--- src/rtl/dmem_store_buffer.sv ---
// Posted-write store buffer between the core data port and single-port data memory.
// Optional build macro: STORE_FWD_EN (load data forwarding from pending stores).
module dmem_store_buffer #(
  parameter int P_DATA_WIDTH      = 32,
  parameter int P_DMEM_ADDR_WIDTH = 11,
  parameter int P_DEPTH           = 4
) (
  input  logic                         i_clk,
  input  logic                         i_rst,
  input  logic                         i_core_we,
  input  logic                         i_core_re,
  input  logic [P_DMEM_ADDR_WIDTH-1:0] i_core_addr,
  input  logic [P_DATA_WIDTH-1:0]      i_core_wdata,
  output logic [P_DATA_WIDTH-1:0]      o_core_rdata,
  output logic                         o_core_stall,
  output logic                         o_mem_we,
  output logic [P_DMEM_ADDR_WIDTH-1:0] o_mem_addr,
  output logic [P_DATA_WIDTH-1:0]      o_mem_wdata,
  input  logic [P_DATA_WIDTH-1:0]      i_mem_rdata,
  output logic                         o_empty
);

  localparam int PW = $clog2(P_DEPTH);
  localparam int CW = PW + 1;

  logic [PW-1:0]                head_q, head_d, tail_q, tail_d;
  logic [CW-1:0]                count_q, count_d;
  logic [P_DMEM_ADDR_WIDTH-1:0] addr_q [P_DEPTH];
  logic [P_DMEM_ADDR_WIDTH-1:0] addr_d [P_DEPTH];
  logic [P_DATA_WIDTH-1:0]      data_q [P_DEPTH];
  logic [P_DATA_WIDTH-1:0]      data_d [P_DEPTH];

  logic                    is_store, is_load, nonempty, hit, drain, push;
  logic [PW-1:0]           slot;
  logic [P_DATA_WIDTH-1:0] fwd_data;

  assign is_store = i_core_we;
  assign is_load  = i_core_re & ~i_core_we;
  assign nonempty = (count_q != '0);

  // Walk oldest to youngest so the last match (closest to tail) wins.
  always_comb begin
    hit      = 1'b0;
    fwd_data = '0;
    slot     = '0;
    for (int k = 0; k < P_DEPTH; k++) begin
      slot = head_q + k[PW-1:0];
      if ((CW'(k) < count_q) && (addr_q[slot] == i_core_addr)) begin
        hit      = 1'b1;
        fwd_data = data_q[slot];
      end
    end
  end

`ifdef STORE_FWD_EN
  assign o_core_stall = 1'b0;
  assign drain        = nonempty & ~is_load;
  assign o_core_rdata = hit ? fwd_data : i_mem_rdata;
`else
  // A load that hits a pending store is held off and the cycle drains instead.
  logic unused_fwd;
  assign unused_fwd   = ^fwd_data;
  assign o_core_stall = is_load & hit;
  assign drain        = nonempty & (~is_load | hit);
  assign o_core_rdata = i_mem_rdata;
`endif

  assign push        = is_store & ((count_q != CW'(P_DEPTH)) | drain);
  assign o_mem_we    = drain;
  assign o_mem_addr  = drain ? addr_q[head_q] : i_core_addr;
  assign o_mem_wdata = data_q[head_q];
  assign o_empty     = ~nonempty;

  always_comb begin
    head_d  = head_q;
    tail_d  = tail_q;
    count_d = count_q;
    for (int k = 0; k < P_DEPTH; k++) begin
      addr_d[k] = addr_q[k];
      data_d[k] = data_q[k];
    end
    if (push) begin
      addr_d[tail_q] = i_core_addr;
      data_d[tail_q] = i_core_wdata;
      tail_d         = tail_q + PW'(1);
    end
    if (drain) begin
      head_d = head_q + PW'(1);
    end
    case ({push, drain})
      2'b10:   count_d = count_q + CW'(1);
      2'b01:   count_d = count_q - CW'(1);
      default: count_d = count_q;
    endcase
  end

  always_ff @(posedge i_clk or posedge i_rst) begin
    if (i_rst) begin
      head_q  <= '0;
      tail_q  <= '0;
      count_q <= '0;
    end else begin
      head_q  <= head_d;
      tail_q  <= tail_d;
      count_q <= count_d;
    end
  end

  // Entry payload needs no reset; validity comes from head/count.
  always_ff @(posedge i_clk) begin
    for (int k = 0; k < P_DEPTH; k++) begin
      addr_q[k] <= addr_d[k];
      data_q[k] <= data_d[k];
    end
  end

endmodule

--- config.mk ---
export PLATFORM = sky130hd
export DESIGN_NAME = dmem_store_buffer
export DESIGN_NICKNAME = d
export VERILOG_FILES = /design/src/rtl/dmem_store_buffer.sv
export SDC_FILE = /design/constraint.sdc
export NUM_CORES = 1
export LEC_CHECK = 0
export BUFFER_PORTS_ARGS = -buffer_cell sky130_fd_sc_hd__buf_4
export CAP_MARGIN = 20
export CORE_MARGIN = 2
export CORE_UTILIZATION = 50
export CTS_BUF_LIST = sky130_fd_sc_hd__clkbuf_4 sky130_fd_sc_hd__clkbuf_8
export DETAILED_ROUTE_END_ITERATION = 6
export PLACE_DENSITY = 0.7
export SYNTH_ARGS = -nofsm -noshare
export SYNTH_HDL_FRONTEND = slang
export SYNTH_SLANG_ARGS = --single-unit
export TNS_END_PERCENT = 100
--- constraint.sdc ---
create_clock -name i_clk -period 3.7 [get_ports i_clk]
set_input_delay 0.37 -clock i_clk [delete_from_list [all_inputs] [get_ports i_clk]]
set_output_delay 0.37 -clock i_clk [all_outputs]
set_load 0.01 [all_outputs]
# Word level (Yosys, flattened, before mapping)
# Memories as Yosys holds them, arrays and structs flattened.
# Cells that the tools add are included.
# totals
elab_cells	55
n_memories	2
reg_bits	7
ram_bits	172
output_inout_bits	78
# op_classes
bitwise	10
magnitude_cmp	6
eq_ne	7
add_sub_neg	6
n_reduce_logical	7
mux	14
# mem_list
memory	depth	word_bits	rd	rd_clocked_by_memory_dff	write_ports	line_no	text
data_q	4	32	5	0	4	30	logic [P_DATA_WIDTH-1:0] data_q [P_DEPTH];
addr_q	4	11	8	0	4	28	logic [P_DMEM_ADDR_WIDTH-1:0] addr_q [P_DEPTH];
# ops
cell	count
$bwmux 128	1
$mux 128	1
$demux 32 s2	1
$bwmux 44	1
$eq 11x11->1	4
$mux 44	1
$mux 32	1
$demux 11 s2	1
$mux 11	2
$lt 1x3->1 const A	2
$lt 2x3->1 const A	2
$pmux 3 s2	1
$logic_and 1x1->1	5
$add 2x1->2 const B	2
$add 2x2->2 const B	2
$and 1x1->1	4
$mux 1	4
$add 3x1->3 const B	1
$ge 3x3->1 const B	1
$lt 3x1->1 const B	1
$ne 3x3->1 const B	1
$not 1->1	3
$not 2->3	1
$reduce_bool 3->1	1
5 further kinds	6

# Logic depth before layout (Yosys ltp)
# An unclocked memory read counts as a cell.
# depth
depth_word	13
ltp_mapped	15
depth_no_buf	12

# Least setup slack after synthesis
# Ideal clock, no wire load.
# synth_path
kind	register to output
startpoint	register head_q[0]
endpoint	output port o_mem_addr[2]
slack_ns	0.679
stages_incl_launch_ff	12
arrival_time_ns	2.651
cell_sequence	dfrtp_1 buf_6 buf_6 buf_2 mux4_2 xnor2_1 nand4_1 a2111oi_2 nor4_2 a21oi_2 buf_6 mux2_4
# synth_via
elab_chain_len	10
# synth_rtl
item	line_no	text
from (decl)	26	logic [PW-1:0] head_q, head_d, tail_q, tail_d;
from (signal assigned)	99	head_q <= '0;
from (signal assigned)	103	head_q <= head_d;
$add 2x1->2 / $mem_v2 4x11 (equally long branches)	n/a	
$mem_v2 4x11 (*)	n/a	
$eq 11x11->1 / $logic_and 1x1->1 (equally long branches)	48	if ((CW'(k) < count_q) && (addr_q[slot] == i_core_addr)) begin
$logic_and 1x1->1 / $mux 1 (equally long branches)	48	
$mux 1 (2 in a row)	48	
$mux 1 (*)	48	
$or 1x1->1 (*)	64	assign drain = nonempty & (~is_load | hit);
$and 1x1->1 (*)	64	
via o_mem_we	16	output logic o_mem_we,
$mux 11 (*)	70	assign o_mem_addr = drain ? addr_q[head_q] : i_core_addr;
to (decl)	17	output logic [P_DMEM_ADDR_WIDTH-1:0] o_mem_addr,
# Mark *: on every way through the listed nets, which the timed path passes. The rest lies on a longest branch.

# Final worst setup path
# layout_path
startpoint	register head_q[0]
endpoint	output port o_mem_addr[6]
# layout_via
elab_chain_len	10
# layout_rtl
item	line_no
$add 2x1->2 / $mem_v2 4x11 (equally long branches)	n/a
$mem_v2 4x11 (*)	n/a
$eq 11x11->1 / $logic_and 1x1->1 (equally long branches)	48
$logic_and 1x1->1 / $mux 1 (equally long branches)	48
$mux 1 (3 in a row)	48
$or 1x1->1	64
$and 1x1->1	64
$mux 11 (*)	70
# Every way passes the cells marked *; elsewhere a longest branch is shown, timed or not.

==> summary.txt <==
STA
  – Final worst slack: -0.122 ns
  – RSZ-0062 raised after global routing: true
  – WHS: between 0.09 and 0.1 ns
  – Final hold vios: 0
  – Max-slew headroom at the worst pin: 0.412
  – Fmax achieved: 262 MHz
  – Setup TNS: -1.08 ns
  – Max Slew Vio Count: 0
  – Worst-margin pin slew: 0.881 ns
  – Clock skew: between 0.01 and 0.015 ns
  – Final setup fails: 11
  – Tmin final: roughly 3.8 ns
  – Period utilisation layout: 1.03

Floorplanning
  – # rows: 48
  – I/O pin cnt: ~160
  – Die area: between 15000 and 20000 µm²
  – Die X: 135 µm
  – Initial Util: 0.504
  – Die height: approximately 140 µm
  – Placeable Area: between 15000 and 20000 µm²

Clocking
  – Inserted Clock Buffers: 17
  – CTS Buffer Depth: 2
  – Clock Latency Late Sink: 0.46 ns
  – Worst-path clk slew: 0.10 ns
  – H-tree depth: 4
  – CTS tree: done
  – Root Buffer: clkbuf_8
  – Clock tree sinks: approximately 180

Worst setup path
  – CP Cell Sequence: buf_12 > mux4_2 > buf_4 > and3_1 > o211ai_1 > nor4_2 > nor4_2 > a21oi_2 > buf_6 > mux2_4 > buf_6
  – R2R Path Start: head_q[0]
  – Critical path startpoint category: flip-flop
  – CP Buf/Inv Count: 4
  – Worst path top cell family by delay: multiplexers
  – CP Data Required Time: approximately 3.3 ns
  – Reg2Reg Depth: 13
  – Max incr delay on CP: 0.56 ns
  – Worst Setup SP: head_q[0]
  – Crit path to: o_mem_addr[6]
  – CP Max Fanout: 6
  – WS Path Type: reg -> out
  – Slowest CP cell: dfrtp_4
  – Cell depth of the worst setup path: 11
  – FF-to-FF setup slack: ~0.33 ns
  – Worst EP arrival: roughly 3.5 ns
  – Worst flop-to-flop path endpoint: count_q[2]
  – CP endpoint kind: output port

Route
  – Via count: ~4600
  – Drt drc: 0
  – WL/cell: about 23 µm
  – DR pass1 iterations: 5
  – DR vias/cell: around 6
  – Initial DRC count: between 300 and 400
  – WL final: ~18000 µm
  – Final ANT Viol Nets: 0

Pwr
  – Peak supply drop: ~0.0004 V
  – Total power: 0.00838 W
  – Lkg Pwr: approximately 3.6 nW
  – Pwr dens: 811 nW/µm²

Yosys
  – Yosys cell types: 43
  – Synthesized Nets: 548
  – Commonest register cell after synthesis: edfxtp_1
  – Synthesized cell area: between 8000 and 9000 µm²
  – Adder-cell share of the synthesized area: 0.0130
  – Register bit count reported by yosys: around 180
  – Mapped Cells: 460
  – Synth Area in XOR/XNOR: 0.0507
  – Synth top area share: 0.598
  – Ys async rst share: 0.0391
  – Post-synth EDFFs: ~170
  – Main combinational cell family by area after synthesis: multiplexers
  – Top post-synthesis cells by area: edfxtp_1 (60%), mux4_2 (18%), xnor2_1 (4.9%)
  – Ys Warns: 0
  – Sequential area share after synthesis: 0.619
  – Avg Cell Area, Syn: 18.8 µm²
  – Area leader, netlist: edfxtp_1
  – Mux cell area share after synthesis: 0.220
  – Simple-gate share of the synthesized area: 0.0306
  – Compound-Gate Fraction of Synth Area: 0.0159
  – Most frequent cell after synthesis: edfxtp_1
  – Post-synth top cells: edfxtp_1 (172), mux4_2 (70), xnor2_1 (48)

Flow run
  – MaxCap Viol Count: 0

Cells and area
  – Layout cells sized above 1: 0.512
  – # fillers: between 1000 and 1500
  – Register area: approximately 5300 µm²
  – Area of the multi-input gates: between 3000 and 4000 µm²
  – Diodes inserted: 0
  – Final #Nets: between 600 and 700
  – Util after Layout: 0.604
  – Syn-to-layout area delta: 19.7%
  – Finished Layout Cells: approximately 790

Placement
  – DP Cell Count: 734
  – DP HPWL: 11500 µm
  – GPL Wtd Cong: approximately 0.83
  – PortBufs: 92

Global route
  – First-pass GRT wire length: 27500 µm
  – Initial antenna violation count: 0
  – Remaining global-route overflow: 0
  – All-Layer GR Usage: 0.205
  – Largest net degree at the start of global routing: 29
  – Vias in the first global route: around 4900

Outcome
  – Run status: finished, violations left
  – Failing checks: setup timing

Min path
  – HP Class: in -> reg
  – Worst Hold Depth: 1
## sequential cells by signal (all words and copies together), names as in the netlist
| signal | cells |
|---|---|
| head_q | 2 |
| tail_q | 2 |
| count_q | 3 |
| data_q | 128 |
| addr_q | 44 |
## cell families (layout without fill, tap and decap cells)
family	count (synthesis)	in the layout
compound gates	17	17
xor+xnor	50	50
fa+ha+maj	9	9
buf+inv	71	175
flops	179	179
mux	88	88
simple gates	46	46
## layout make-up
cell class              instances  area share
clock buffers                  17      0.0227
repair buffers                135       0.113
multi-input cells             210       0.300
well taps                     225      0.0273
inverters                       8     0.00291
clock inverters                15      0.0161
flip-flops and latches        179       0.518
## repair_timing
action,in CTS,in global routing
cloned,3,2
setup endpoints to repair,12,13
resized for setup,39,17
setup buffers,13,6
hold endpoints to repair,7,0
pin swaps,5,9
hold buffers,1,0
## per-layer routing
| metal | GRT usage | vias up | share of wire |
|---|---|---|---|
| li1 | - | 2012 | - |
| met1 | 0.275 | 2354 | 0.42 |
| met2 | 0.312 | 197 | 0.48 |
| met3 | 0.0643 | 36 | 0.075 |
| met4 | 0.0885 | 0 | 0.024 |
| met5 | 0 | - | 0 |
## worst min path at each step
| stage | to | startpoint |
|---|---|---|
| CTS | data_q[3][0] | i_core_wdata[0] |
| floorplan | count_q[0] | i_rst |
| global route | data_q[2][21] | i_core_wdata[21] |
| detailed placement | tail_q[0] | i_rst |
| global placement | tail_q[0] | i_rst |
| finish | data_q[0][20] | i_core_wdata[20] |
## power breakdown
group          switching [W]  leakage (nW)  internal [W]
clock network       0.000794         0.196      0.000506
logic                0.00193          1.77       0.00227
registers           0.000209          1.66       0.00267
total                0.00293          3.63       0.00545
## per-stage QoR
stage                     setup WS, ns  instance area, µm²
after floorplan                  0.679                8630
after global placement           0.311                9390
after detailed placement         0.206                9390
after CTS                      -0.0475               10200
after global routing            -0.225               10300
final                           -0.122               10300
## layout by cell type (no fill, tap or decap), drive strengths merged, types with 2 or more instances in the layout
cell type,instances
o211ai,2
nor2b,3
o21ai,3
xnor2,48
nand2,12
clkbuf,19
clkinvlp,2
mux2,11
dfrtp,7
edfxtp,172
nor4,6
nand4,13
buf,132
a211oi,2
ha,9
mux4,76
and2,4
clkinv,8
inv,13
or3,2
a21oi,3
xor2,2
## worst reg2reg max path, cell delays in order, from the launching register on
cell	delay, ns
dfrtp_4	0.56
buf_12	0.16
mux4_2	0.56
buf_4	0.18
and3_1	0.17
o211ai_1	0.19
nor4_2	0.08
nor4_2	0.33
a21oi_2	0.14
buf_4	0.19
buf_4	0.13
ha_1	0.32
nor2_1	0.16
xnor2_1	0.13
(Power assumes the default switching activity.)
